### config.mk
export PLATFORM = sky130hd
export DESIGN_NAME = seg7_bcd_display
export DESIGN_NICKNAME = d
export VERILOG_FILES = /design/src/rtl/seg7_bcd_display.sv
export SDC_FILE = /design/constraint.sdc
export NUM_CORES = 1
export LEC_CHECK = 0
export CORE_ASPECT_RATIO = 0.7
export CORE_UTILIZATION = 25
export DETAILED_ROUTE_END_ITERATION = 6
export SYNTH_ARGS = -nofsm -noshare
export SYNTH_HDL_FRONTEND = slang
export SYNTH_SLANG_ARGS = --single-unit
### constraint.sdc
create_clock -name clock_100Mhz -period 2.8 [get_ports clock_100Mhz]
set_clock_uncertainty 0.15 [all_clocks]
set_input_delay 0.56 -clock clock_100Mhz [delete_from_list [all_inputs] [get_ports clock_100Mhz]]
set_output_delay 0.56 -clock clock_100Mhz [all_outputs]
set_load 0.05 [all_outputs]
### src/rtl/seg7_bcd_display.sv
// seg7_bcd_display
//   Shows an unsigned binary value on NUM_DIGITS multiplexed seven-segment
//   digits. Decimal values go through a sequential shift-add-3 (double-dabble)
//   engine, one bit per clock. Hex values are loaded in a single cycle.
//
// Ports
//   clock_100Mhz    sole clock, rising edge
//   reset           synchronous, active-high
//   load_valid      a new value is offered
//   load_ready      the block can accept a value (high only in IDLE)
//   load_value      unsigned binary value, BIN_WIDTH bits
//   hex_mode        sampled on accept: 1 = hexadecimal, 0 = decimal
//   blank_lz        sampled on accept: 1 = blank leading zeros
//   busy            decimal conversion in progress (state == CONV)
//   overflow        the displayed value does not fit in NUM_DIGITS digits
//   Anode_Activate  active-low digit enables, MSB = leftmost digit
//   LED_out         active-low cathodes a..g, MSB = a
//
// Handshake: a value is taken on any rising edge where load_valid and
// load_ready are both 1. load_ready depends only on the state register,
// never on load_valid. Offers made while busy are dropped, not queued.
module seg7_bcd_display #(
  parameter int NUM_DIGITS   = 4,
  parameter int BIN_WIDTH    = 16,
  parameter int REFRESH_BITS = 18
) (
  input  logic                  clock_100Mhz,
  input  logic                  reset,
  input  logic                  load_valid,
  output logic                  load_ready,
  input  logic [BIN_WIDTH-1:0]  load_value,
  input  logic                  hex_mode,
  input  logic                  blank_lz,
  output logic                  busy,
  output logic                  overflow,
  output logic [NUM_DIGITS-1:0] Anode_Activate,
  output logic [6:0]            LED_out
);

  localparam int DW = 4 * NUM_DIGITS;
  localparam int EW = BIN_WIDTH + DW;
  localparam int CW = $clog2(BIN_WIDTH + 1);
  localparam int IW = (NUM_DIGITS > 1) ? $clog2(NUM_DIGITS) : 1;

  typedef enum logic {IDLE = 1'b0, CONV = 1'b1} state_t;

  state_t                  state;
  logic [BIN_WIDTH-1:0]    shift_reg;
  logic [DW-1:0]           bcd_acc;
  logic                    ovf_sticky;
  logic [CW-1:0]           bit_cnt;
  logic                    conv_blank;
  logic [DW-1:0]           disp_digits;
  logic                    disp_hex;
  logic                    disp_blank;
  logic [REFRESH_BITS-1:0] prescaler;
  logic [IW-1:0]           digit_idx;

  assign load_ready = (state == IDLE);
  assign busy       = (state == CONV);

  // One double-dabble step: correct every digit >= 5, then shift the
  // combined {bcd, binary} register left. A bit leaving the top digit means
  // the value needs more than NUM_DIGITS decimal digits.
  logic [DW-1:0]        bcd_adj;
  logic [DW-1:0]        bcd_next;
  logic                 carry_out;
  logic [BIN_WIDTH-1:0] shift_next;

  always_comb begin
    bcd_adj = bcd_acc;
    for (int i = 0; i < NUM_DIGITS; i++) begin
      if (bcd_acc[4*i +: 4] >= 4'd5) bcd_adj[4*i +: 4] = bcd_acc[4*i +: 4] + 4'd3;
    end
    {carry_out, bcd_next} = {bcd_adj, shift_reg[BIN_WIDTH-1]};
    shift_next = shift_reg << 1;
  end

  // Zero-extended so that the nibble slice and the overflow shift are legal
  // whether the value is wider or narrower than the digit field.
  logic [EW-1:0] hex_ext;
  logic          hex_ovf;
  assign hex_ext = EW'(load_value);
  assign hex_ovf = |(hex_ext >> DW);

  always_ff @(posedge clock_100Mhz) begin
    if (reset) begin
      state       <= IDLE;
      shift_reg   <= '0;
      bcd_acc     <= '0;
      ovf_sticky  <= 1'b0;
      bit_cnt     <= '0;
      conv_blank  <= 1'b0;
      disp_digits <= '0;
      disp_hex    <= 1'b0;
      disp_blank  <= 1'b0;
      overflow    <= 1'b0;
    end else begin
      case (state)
        IDLE: begin
          if (load_valid) begin
            if (hex_mode) begin
              disp_digits <= hex_ext[DW-1:0];
              disp_hex    <= 1'b1;
              disp_blank  <= blank_lz;
              overflow    <= hex_ovf;
            end else begin
              shift_reg  <= load_value;
              bcd_acc    <= '0;
              ovf_sticky <= 1'b0;
              bit_cnt    <= '0;
              conv_blank <= blank_lz;
              state      <= CONV;
            end
          end
        end
        CONV: begin
          shift_reg  <= shift_next;
          bcd_acc    <= bcd_next;
          ovf_sticky <= ovf_sticky | carry_out;
          bit_cnt    <= bit_cnt + CW'(1);
          // Last bit: the display switches to the new digits and overflow
          // together, so the old value stays up for the whole conversion.
          if (bit_cnt == CW'(BIN_WIDTH - 1)) begin
            disp_digits <= bcd_next;
            overflow    <= ovf_sticky | carry_out;
            disp_hex    <= 1'b0;
            disp_blank  <= conv_blank;
            state       <= IDLE;
          end
        end
        default: state <= IDLE;
      endcase
    end
  end

  function automatic logic [6:0] seg_code(input logic [3:0] v);
    case (v)
      4'h0: seg_code = 7'b0000001;
      4'h1: seg_code = 7'b1001111;
      4'h2: seg_code = 7'b0010010;
      4'h3: seg_code = 7'b0000110;
      4'h4: seg_code = 7'b1001100;
      4'h5: seg_code = 7'b0100100;
      4'h6: seg_code = 7'b0100000;
      4'h7: seg_code = 7'b0001111;
      4'h8: seg_code = 7'b0000000;
      4'h9: seg_code = 7'b0000100;
      4'hA: seg_code = 7'b0001000;
      4'hB: seg_code = 7'b1100000;
      4'hC: seg_code = 7'b0110001;
      4'hD: seg_code = 7'b1000010;
      4'hE: seg_code = 7'b0110000;
      default: seg_code = 7'b0111000;
    endcase
  endfunction

  // lz_mask[i] is set when digit i and every digit above it are zero.
  // Digit 0 is never blanked so a zero value still shows one '0'.
  logic [NUM_DIGITS-1:0] lz_mask;
  logic                  zero_so_far;
  logic [3:0]            cur_digit;
  logic                  cur_blank;
  logic [NUM_DIGITS-1:0] anode_next;
  logic [6:0]            seg_next;

  always_comb begin
    zero_so_far = 1'b1;
    lz_mask     = '0;
    for (int i = NUM_DIGITS - 1; i >= 0; i--) begin
      zero_so_far = zero_so_far && (disp_digits[4*i +: 4] == 4'd0);
      lz_mask[i]  = zero_so_far;
    end
    lz_mask[0] = 1'b0;

    // Scan index 0 is the leftmost digit, i.e. digit NUM_DIGITS-1.
    cur_digit  = '0;
    cur_blank  = 1'b0;
    anode_next = '1;
    for (int i = 0; i < NUM_DIGITS; i++) begin
      if (i == NUM_DIGITS - 1 - int'(digit_idx)) begin
        cur_digit     = disp_digits[4*i +: 4];
        cur_blank     = lz_mask[i];
        anode_next[i] = 1'b0;
      end
    end

    if (overflow && !disp_hex)               seg_next = 7'b1111110;
    else if (disp_blank && !overflow && cur_blank) seg_next = 7'b1111111;
    else                                     seg_next = seg_code(cur_digit);
  end

  always_ff @(posedge clock_100Mhz) begin
    if (reset) begin
      prescaler      <= '0;
      digit_idx      <= '0;
      Anode_Activate <= '1;
      LED_out        <= 7'b1111111;
    end else begin
      prescaler <= prescaler + 1'b1;
      if (prescaler == '1) begin
        digit_idx <= (digit_idx == IW'(NUM_DIGITS - 1)) ? '0 : digit_idx + 1'b1;
      end
      Anode_Activate <= anode_next;
      LED_out        <= seg_next;
    end
  end

endmodule

* Word level (Yosys, flattened, before mapping)
Memory sizes are Yosys's and may differ from the RTL's.
Index checks and enable logic that the tools add are counted.
** Storage, ports and cells
- Bits in registers :: 90
- ROM bits :: 112
- Input bits :: 21
- Word-level logic and storage cells :: 106
- Memories kept :: 1
** Memories
- (no name shown) :: words 16, bits a word 7, read ports 1, clocked after Yosys merged registers in 0, wr ports 0, line 138 : case (v)
** Operators by class
- Add/subtract/negate cells :: 8
- Order comparisons :: 4
- Eq/ne operators :: 10
- Mux-type cells :: 50
- Bitwise gates (word level) :: 3
- Reductions and logical operators :: 15
** Operators by type and width (count)
- 2-to-1 mux 16 bit :: 7
- case mux 16 bit (2 select lines) :: 3
- logical NOT 32 bit :: 1
- 2-to-1 mux 4 bit :: 8
- 2-to-1 mux 1 bit :: 23
- adder 18 x 1 -> 18 bit (second input constant) :: 1
- equality test 18 bit (second input constant) :: 1
- adder 4 x 2 -> 4 bit (second input constant) :: 4
- greater-or-equal comparator 4 x 3 -> 1 bit (second input constant) :: 4
- logical NOT 4 bit :: 3
- 2-to-1 mux 5 bit :: 2
- case mux 1 bit (2 select lines) :: 5
- case mux 5 bit (2 select lines) :: 1
- equality test 3 bit (first input constant) :: 2
- AND reduction 3 bit :: 2
- adder 5 x 1 -> 5 bit (second input constant) :: 1
- equality test 5 x 4 -> 1 bit (second input constant) :: 1
- logical AND 1 bit :: 5
- inequality test 2 x 1 -> 1 bit (second input constant) :: 2
- inequality test 2 bit (second input constant) :: 2
- equality test 2 x 3 -> 1 bit (first input constant) :: 1
- OR reduction 3 bit :: 1
- subtractor 2 x 2 -> 3 bit (first input constant) :: 1
- adder 2 x 1 -> 2 bit (second input constant) :: 1
- other kinds (6) :: 8

* Longest topological paths before layout
- Depth in word-level cells :: 9
- Depth in mapped cells :: 11

* Worst setup path before layout
OpenSTA, ideal clock, no wires.
- Kind :: register -> register
- Start :: reg digit_idx[0]
- End :: reg LED_out[0]
- Library setup time :: 119 ps
- Arrival :: 2210 ps
- Setup slack :: 321 ps
- Stages on the path, launching flop included :: 12
- Period minus slack after synthesis :: 2479 ps
- Cells stage by stage :: dfxtp_1 -> inv_1 -> ha_1 -> buf_6 -> a211o_2 -> o221ai_1 -> inv_1 -> ha_1 -> inv_1 -> a21oi_2 -> a211oi_2 -> o21bai_1
** On the way
- Cells in the longest elaborated chain, start to end :: 9
- Elaborated cells on any way between the ends :: 16
** Ends and longest elaborated chain
- from (decl) :: line 57 : logic [IW-1:0] digit_idx;
- from (signal assigned) :: line 202 : digit_idx <= (digit_idx == IW'(NUM_DIGITS - 1)) ? '0 : digit_idx + 1'b1;
- subtractor 2 x 2 -> 3 bit (*) :: line 181 : if (i == NUM_DIGITS - 1 - int'(digit_idx)) begin
- logical NOT 32 bit :: line 181
- 2-to-1 mux 4 bit (4 in a row) :: line 181
- memory read (16 x 7 bit)
- 2-to-1 mux 1 bit (*) :: line 189 : else if (disp_blank && !overflow && cur_blank) seg_next = 7'b1111111;
- 2-to-1 mux 1 bit (*) :: line 188 : if (overflow && !disp_hex) seg_next = 7'b1111110;
- to (signal assigned) :: line 205 : LED_out <= seg_next;
- to (decl) :: line 37 : output logic [6:0] LED_out
Every way passes the cells marked *; elsewhere a longest branch is shown, timed or not.
A chain may end at the register's enable or synchronous reset.

* Worst setup path after layout
Same ends and word-level chain as after synthesis.

==> impl_results.md <==
- Worst skew pair latency: 0.34 ns
- RSZ-0062 raised after global routing: false
- Clk pwr share: 45.1%
- Max Cap Violations: 0
- TritonRoute pass-1 iters: 5
- Initial drt markers: 368
- Fin crit period: 2.50 ns
- NetSw: 0.000782 W
- Post-synthesis net count: 584
- DIE AREA: 18400 µm²
- Sequential area share after synthesis: 40.4%
- # rows: 40
- Max-slew violation count: 0
- Antenna Nets Post-Route: 0
- Slew at the pin closest to its max-slew limit: 0.860 ns
- WP data arrival: 2.57 ns
- Seq pwr share: 43.3%
- GRT overflow: 0
- Setup repair bufs after CTS: 0
- Die width: 162 µm
- Crit path max fanout: 10
- Post-layout nets: 607
- Comb pwr share: 11.6%
- Min-delay src: prescaler[0]
- DRC viols: 0
- Most common cell on crit path: inv_1
- Worst-path cell chain: inv_1 > ha_1 > a211o_2 > o221ai_1 > inv_1 > ha_1 > inv_1 > a21oi_2 > a211oi_2 > o21bai_1
- Worst setup SP type: flop
- Post-synth ARST share: 0%
- Power per Cell Area: 586 nW/µm²
- Switching part of the total: 24.8%
- Max stage delay cell, worst path: dfxtp_1
- Leakage: 1.93 nW
- Crit path buf inv count: 3
- Register bit total from synthesis: 90
- Post-route total power: 0.00315 W
- Via count: 3744
- Post-DR vias/cell: 4.68
- Post-CTS sizing: 0
- EDFF count, synth: 0
- Die Y: 114 µm
- Flop-to-flop setup slack: 0.30 ns
- Netlist cell types: 55
- Largest net degree at the start of global routing: 52
- Biggest register: prescaler
- Setup Viol. Count Final: 0
- Starting density of the core: 25.7%
- Outcome: finished clean
- Crit-path max cell delay: 0.41 ns
- Reg2Reg Depth: 10
- Port bufs: 34
- Worst flop-to-flop path startpoint: digit_idx[0]
- H-Tree Depth: 3
- Endpoint, Worst Hold: prescaler[0]
- # IOs: 35
- TritonCTS buffer count: 9
- Hold Path Class: flop to flop
- CTS sink count: 90
- Synth warn: 0
- DP Wirelength: 7.73 mm
- Synthesized area: 4460 µm²
- Synth Flop Type: dfxtp_1
- Clk slew on worst S/H paths: 0.06 ns
- Total core area: 17300 µm²
- Fin Hold WS: 0.319 ns
- CP delay by family, top: compound AO/OA/AOI/OAI gates
- Layout cell share with drive strength beyond 1: 8.44%
- Hold path cells: 1
- Final Util: 31.1%
- Initial antenna violation count: 0
- Worst path required time: 2.87 ns
- Wirelength per Cell: 13.7 µm
- CTS Hold Bufs: 0
- CTS Buffer Depth: 2
- Routed wire length: 11.0 mm
- Cells after Synth: 541
- Max FFs per register: 18
- Power Internal: 0.00237 W
- GRT Util Overall: 12.6%
- WS Path Type: flop to flop
- RR Endpoint: LED_out[0]
- Avg Inst Size Synth: 8.24 µm²
- Max VDD drop: 289 µV
- Crit share post-route: 89.2%
- Storage cell area: 1800 µm²
- CTS tree: built
- CTS Root Cell: clkbuf_16
- Final TNS setup: 0 ns
- First-pass GRT wire length: 18.2 mm
- Worst setup EP type: flop
- Vias in the first global route: 3381
- Fmax: 400 MHz
- Area of the multi-input gates: 2430 µm²
- Fin. Hold Viols: 0
- RePlAce Congestion: 0.811
- Fillers: 1833
- Synth-to-layout area growth: 20.7%
- Inserted Diodes: 0
- Max-slew headroom: 42.6%
## cell type report
| class | count | share of cell area, % |
|---|---|---|
| Clock inverter | 6 | 2.09 |
| Inverter | 21 | 1.47 |
| Clock buffer | 10 | 4.44 |
| Timing Repair Buffer | 45 | 7.96 |
| Multi-Input combinational cell | 397 | 45.2 |
| Sequential cell | 90 | 33.5 |
| Tap cell | 231 | 5.37 |
## cells by family after synthesis
kind of cell | share of synthesized area, %
buffers and inverters | 5.11
xor gates and xnor gates | 4.13
DFF | 40.4
adders and majority gates | 6.17
AOI/OAI and AO/OA | 19.7
muxes | 2.27
and+or+nand+nor | 22.2
## power by group through the flow
stage / combinational, W / clock [W] / sequential (W)
after floorplan: 0.000191 / 0 / 0.00143
after global placement: 0.000364 / 0 / 0.00139
after detailed placement: 0.000364 / 0 / 0.00139
after CTS: 0.000366 / 0.00145 / 0.00136
after global routing: 0.000403 / 0.00150 / 0.00137
final: 0.000365 / 0.00142 / 0.00136
## cells in the mapped netlist (14+ instances only)
cell      count  area [µm²]
xnor2_1      14         123
nor2_1       72         270
clkbuf_1     24        90.1
a211oi_1     24         180
ha_1         22         275
nand2_1      55         206
nand3_1      15        75.1
inv_1        20        75.1
a21oi_1      76         380
dfxtp_1      90        1800
## worst reg2reg max path, stage by stage (launching register included)
cell and delay (ns):
dfxtp_1 0.41, inv_1 0.09, ha_1 0.31, a211o_2 0.36, o221ai_1 0.22, inv_1 0.12, ha_1 0.27, inv_1 0.08
a21oi_2 0.05, a211oi_2 0.22, o21bai_1 0.09
## layout by cell type, fill, tap and decap left out, types with 11 or more instances in the layout
| cell type | count |
|---|---|
| dfxtp_1 | 89 |
| a21oi_1 | 76 |
| nor2_1 | 72 |
| nand2_1 | 55 |
| clkdlybuf4s50_1 | 32 |
| a211oi_1 | 24 |
| ha_1 | 22 |
| inv_1 | 20 |
| nand3_1 | 15 |
| xnor2_1 | 14 |
| buf_4 | 11 |
## worst max-delay path by stage
stage / startpoint / endpoint / slack [ns] / cells past startpoint
after floorplan: digit_idx[0] / LED_out[0] / 0.32 / 11
after global placement: load_valid / bit_cnt[2] / 0.35 / 5
after detailed placement: digit_idx[0] / LED_out[0] / 0.33 / 10
after CTS: digit_idx[0] / LED_out[0] / 0.33 / 10
after global routing: digit_idx[0] / LED_out[0] / 0.16 / 10
final: digit_idx[0] / LED_out[0] / 0.30 / 10
## stage by stage
stage / cell area, µm² / worst slack, ns / std cells
after floorplan: 4460 / 0.321 / 541
after global placement: 5030 / 0.355 / 784
after detailed placement: 5030 / 0.334 / 784
after CTS: 5380 / 0.326 / 800
after global routing: 5380 / 0.161 / 800
final: 5380 / 0.302 / 800
## per-layer routing
metal	track usage [%]	share of wire [%]	vias to the layer above
met5	0	0	-
met4	3.14	1.1	0
met3	2.80	4.9	11
met2	17.6	40	103
met1	19.2	54	1718
li1	-	-	1912
Note: power is estimated with default switching activity, not from simulation.
